==> src/rtl/y86_alu_pkg.sv <==
// y86_alu_pkg: shared Y86 ALU op codes, sharing-controller FSM states and condition-code layout.
package y86_alu_pkg;
    localparam logic [1:0] ALU_ADD = 2'd0;
    localparam logic [1:0] ALU_SUB = 2'd1;
    localparam logic [1:0] ALU_AND = 2'd2;
    localparam logic [1:0] ALU_XOR = 2'd3;
    localparam int ZF = 2;
    localparam int SF = 1;
    localparam int OF = 0;
    typedef enum logic [1:0] {IDLE, EXEC, RESP} state_t;
    // Flags depend only on the operand/result sign bits and a zero test, so this stays width-agnostic.
    function automatic logic [2:0] make_cc(input logic [1:0] fun, input logic a_msb, input logic b_msb,
                                           input logic r_msb, input logic zero);
        logic [2:0] cc;
        cc = '0;
        cc[ZF] = zero;
        cc[SF] = r_msb;
        cc[OF] = (fun == ALU_ADD) ? (a_msb == b_msb) && (r_msb != a_msb) :
                 (fun == ALU_SUB) ? (a_msb != b_msb) && (r_msb != a_msb) : 1'b0;
        return cc;
    endfunction
endpackage

==> src/rtl/rr_arbiter.sv <==
// rr_arbiter: round-robin arbiter, search starts at ptr and wraps modulo NREQ; one-hot grant plus index.
module rr_arbiter #(
    parameter int NREQ = 2,
    parameter int IDW  = 1
) (
    input  logic [NREQ-1:0] req,
    input  logic [IDW-1:0]  ptr,
    output logic [NREQ-1:0] grant,
    output logic [IDW-1:0]  idx
);
    always_comb begin
        grant = '0;
        idx   = '0;
        // Walk from farthest to nearest so the request closest to ptr is written last and wins.
        for (int k = NREQ - 1; k >= 0; k--) begin
            if (req[(int'(ptr) + k) % NREQ]) begin
                grant = '0;
                grant[(int'(ptr) + k) % NREQ] = 1'b1;
                idx = IDW'((int'(ptr) + k) % NREQ);
            end
        end
    end
endmodule

==> src/rtl/alu_share_ctrl.sv <==
// alu_share_ctrl: time-shares one external Y86 ALU among NREQ requesters (IDLE -> EXEC -> RESP).
// Condition codes are built only when ALU_CC_EN is defined; otherwise rsp_cc is tied to 0.
module alu_share_ctrl
    import y86_alu_pkg::*;
#(
    parameter int NREQ = 2,
    parameter int W    = 64,
    parameter int IDW  = 1
) (
    input  logic              clk,
    input  logic              rst,
    input  logic [NREQ-1:0]   req_valid,
    output logic [NREQ-1:0]   req_ready,
    input  logic [2*NREQ-1:0] req_fun,
    input  logic [W*NREQ-1:0] req_a,
    input  logic [W*NREQ-1:0] req_b,
    output logic [W-1:0]      alu_a,
    output logic [W-1:0]      alu_b,
    output logic [1:0]        alu_fun,
    input  logic [W-1:0]      alu_out,
    output logic              rsp_valid,
    input  logic              rsp_ready,
    output logic [IDW-1:0]    rsp_id,
    output logic [W-1:0]      rsp_data,
    output logic [2:0]        rsp_cc
);
    state_t            state;
    logic [IDW-1:0]    ptr;
    logic [IDW-1:0]    gidx;
    logic [NREQ-1:0]   grant;

    rr_arbiter #(.NREQ(NREQ), .IDW(IDW)) u_arb (
        .req   (req_valid),
        .ptr   (ptr),
        .grant (grant),
        .idx   (gidx)
    );

    assign req_ready = (state == IDLE) ? grant : '0;

`ifndef ALU_CC_EN
    assign rsp_cc = '0;
`endif

    always_ff @(posedge clk or posedge rst) begin
        if (rst) begin
            state     <= IDLE;
            ptr       <= '0;
            alu_a     <= '0;
            alu_b     <= '0;
            alu_fun   <= '0;
            rsp_valid <= 1'b0;
            rsp_id    <= '0;
            rsp_data  <= '0;
`ifdef ALU_CC_EN
            rsp_cc    <= '0;
`endif
        end else begin
            case (state)
                IDLE: if (|req_valid) begin
                    alu_a   <= req_a[W*int'(gidx) +: W];
                    alu_b   <= req_b[W*int'(gidx) +: W];
                    alu_fun <= req_fun[2*int'(gidx) +: 2];
                    rsp_id  <= gidx;
                    ptr     <= (gidx == IDW'(NREQ - 1)) ? '0 : gidx + 1'b1;
                    state   <= EXEC;
                end
                EXEC: begin
                    rsp_data  <= alu_out;
                    rsp_valid <= 1'b1;
`ifdef ALU_CC_EN
                    rsp_cc    <= make_cc(alu_fun, alu_a[W-1], alu_b[W-1], alu_out[W-1], alu_out == '0);
`endif
                    state     <= RESP;
                end
                RESP: if (rsp_ready) begin
                    rsp_valid <= 1'b0;
                    state     <= IDLE;
                end
                default: state <= IDLE;
            endcase
        end
    end
endmodule

==> config.mk <==
export PLATFORM = sky130hd
export DESIGN_NAME = alu_share_ctrl
export DESIGN_NICKNAME = d
export VERILOG_FILES = /design/src/rtl/y86_alu_pkg.sv /design/src/rtl/rr_arbiter.sv /design/src/rtl/alu_share_ctrl.sv
export SDC_FILE = /design/constraint.sdc
export NUM_CORES = 1
export LEC_CHECK = 0
export ABC_AREA = 0
export ABC_CLOCK_PERIOD_IN_PS = 6500
export BUFFER_PORTS_ARGS = -buffer_cell sky130_fd_sc_hd__buf_4
export CAP_MARGIN = 30
export CORE_AREA = 10 10 196 198
export CTS_CLUSTER_DIAMETER = 120
export DETAILED_ROUTE_END_ITERATION = 6
export DIE_AREA = 0 0 206 208
export SETUP_SLACK_MARGIN = 0.4
export SYNTH_ARGS = -nofsm -noshare
export SYNTH_HDL_FRONTEND = slang
export SYNTH_HIERARCHICAL = 1
export SYNTH_SLANG_ARGS = --single-unit
==> constraint.sdc <==
create_clock -name clk -period 6.5 [get_ports clk]
set_clock_uncertainty 0.15 [all_clocks]
set_input_delay 0.975 -clock clk [delete_from_list [all_inputs] [get_ports clk]]
set_output_delay 0.975 -clock clk [all_outputs]
set_load 0.02 [all_outputs]
==> impl_metrics.tcl <==
set metrics [dict create \
    finalCritPeriodShare 0.499 \
    hold_buffers 0 \
    power.share.clock 0.167 \
    post_cts_resized 0 \
    hold_violations 0 \
    grt_pass1_wl_um 45800 \
    clock_latency_ns 0.45 \
    seqPwrFrac 0.320 \
    synth_edf_count 0 \
    finalMaxSlewViolations 0 \
    drt-initial-drc-count 194 \
    worst_pin_slew_ns 1.12 \
    syn_inst 582 \
    cp.required_ns 5.37 \
    synth.area.top_cells "dfrtp_1, mux2_2, buf_2" \
    drt-pass1-iter-count 4 \
    crit_type "input port to output port" \
    cp_common_cell "buf_4" \
    start_util 0.262 \
    synthFlopType "dfrtp_1" \
    viasPerCell 4.26 \
    synth_warnings 6 \
    comb_power_share 0.513 \
    place_area_um2 13400 \
    die-area_um2 42800 \
    drt_drc_violations_left 0 \
    cts.sinks 199 \
    finalWirelength_um 31700 \
    grt_max_degree 181 \
    dp_hpwl_um 25100 \
    pre_cts_ws_ns 3.07 \
    synth.avg_cell_area_um2 15.5 \
    ys_seq_elements 199 \
    fin_crit_ns 3.25 \
    synth_area_um2 9020 \
    maxCapViolCount 0 \
    setup_viol 0 \
    finalSetupTns_ns 0 \
    grt_setup_unrepaired "no" \
    netSwitchingPower_w 0.00265 \
    setup_slack_ns 3.25 \
    h-tree-depth 4 \
    clock_path_buffers 2 \
    synth_top_area_frac 0.552 \
    io_buffers 526 \
    postRouteAntennaNets 0 \
    die_h_um 208 \
    crit_fanout 133 \
    yosysSeqAreaShare 0.552 \
    area_growth_pct 55.3 \
    fmax_ghz 0.308 \
    p_sw_frac 0.380 \
    yosysMostFrequentCell "mux2_2" \
    drive_gt1_frac 0.807 \
    synth_common_cells "mux2_2, dfrtp_1, buf_2, buf_4, buf_6" \
    vdd_drop_max_uv 284 \
    globalRouteOverflowTotal 0 \
    slew_headroom 0.251 \
    intPower_w 0.00433 \
    core-area_um2 34400 \
    arrival_ns 2.12 \
    vias 6652 \
    cts.clk_slew.worst_paths_ns 0.06 \
    post-synth-top-area-cell "dfrtp_1" \
    synth_cell_types 18 \
    wl_per_cell_um 20.3 \
    ios 530 \
    rows 68 \
    power.leakage_nw 6.50 \
    worst_setup_path_end_kind "output port" \
    path_cells "buf_4 -> a21boi_4 -> buf_12 -> nor3b_1 -> buf_4" \
    cts_setup_buffers 0 \
    cpPeakStageDelay_ns 0.39 \
    grt_pass1_vias 7305 \
    track_usage 0.141 \
    synthArstFlopShare 1.00 \
    start_kind "input port" \
    crit_path_top_delay_cell "buf_12" \
    hp-class "register to register" \
    numCtsBuffers 17 \
    fin_nets 1422 \
    cts-root-buf "clkbuf_16" \
    status "finished, final reports clean" \
    fin_area_um2 14000 \
    die_w_um 206 \
    cts_tree "built" \
    p_per_area_nw_per_um2 498 \
    globalplace.congestion 0.788 \
    antenna_found_initial 1 \
]
layout make-up:
type | count | area, um2
Tap cell | 455 | 569
Fill cell | 3273 | 20400
Timing Repair Buffer | 530 | 4020
Inverter | 4 | 18.8
Multi-Input combinational cell | 341 | 3780
Clock inverter | 15 | 216
Antenna cell | 1 | 2.50
Sequential cell | 199 | 4980
Clock buffer | 17 | 425
layout by cell type (no fill, tap or decap):
master / instances
inv_6: 2
a21boi_4: 1
inv_1: 3
clkinvlp_4: 4
mux2_2: 325
clkbuf_16: 17
bufinv_16: 4
diode_2: 1
clkinv_2: 1
clkinv_4: 2
a21boi_0: 1
mux2i_1: 1
or2_2: 1
buf_4: 527
nor2_1: 1
buf_12: 3
a21oi_1: 2
nor3_4: 1
nand2_1: 1
nor3b_1: 3
conb_1: 3
inv_8: 3
dfrtp_1: 199
nor2b_4: 1
through the flow:
stage	hold slack [ns]	total power, W	instances	util
after floorplan	0.356	0.00432	584	-
after global placement	0.341	0.00587	1529	0.389
after detailed placement	0.346	0.00592	1529	0.389
after CTS	0.363	0.00711	1561	0.408
after global routing	0.369	0.00737	1562	0.408
final	0.359	0.00698	1562	0.408
routing by layer:
layer / track usage / vias up / wire [um]
li1: - / 3106 / -
met1: 0.140 / 3221 / 11300
met2: 0.247 / 302 / 16300
met3: 0.0771 / 23 / 3800
met4: 0.0366 / 0 / 331
met5: 0 / - / 0
final timing paths:
kind | depth (start not counted) | to | slack [ns] | start
min | 1 | alu_b[30] | 0.36 | alu_b[30]
min in group asynchronous | 2 | rsp_data[12] | 0.39 | rst
max in group asynchronous | 3 | alu_b[39] | 4.37 | rst
max reg2reg | 5 | alu_a[40] | 4.10 | ptr
min reg2reg | 1 | alu_b[30] | 0.36 | alu_b[30]
max | 5 | req_ready[1] | 3.25 | req_valid[1]
kinds of logic (layout without fill, tap and decap cells):
logic type,count (synthesis),after routing,share of synthesized area
buffers and inverters,44,566,0.0320
AOI/OAI and AO/OA,4,4,0.00277
DFF,199,199,0.552
and+or+nand+nor,8,8,0.00583
muxes,326,326,0.407
other,1,4,0.000416
worst max-delay path: cells and delay by family:
| family | cells | cell delay [ns] |
|---|---|---|
| and+or+nand+nor | 1 | 0.28 |
| AOI/OAI and AO/OA | 1 | 0.19 |
| buffers and inverters | 3 | 0.67 |
state kept, by name, summed over array words and instances, names as in the netlist:
register   flops
alu_b         64
alu_fun        2
rsp_id         1
state          2
rsp_data      64
ptr            1
alu_a         64
rsp_valid      1
power groups by stage:
stage	Combinational [W]	Clock (W)	Sequential [W]
6_report	0.00358	0.00117	0.00223
5_1_grt	0.00380	0.00126	0.00232
4_1_cts	0.00366	0.00121	0.00224
3_5_place_dp	0.00366	0	0.00226
3_3_place_gp	0.00364	0	0.00223
2_1_floorplan	0.00133	0	0.00299
(Power assumes the default switching activity.)
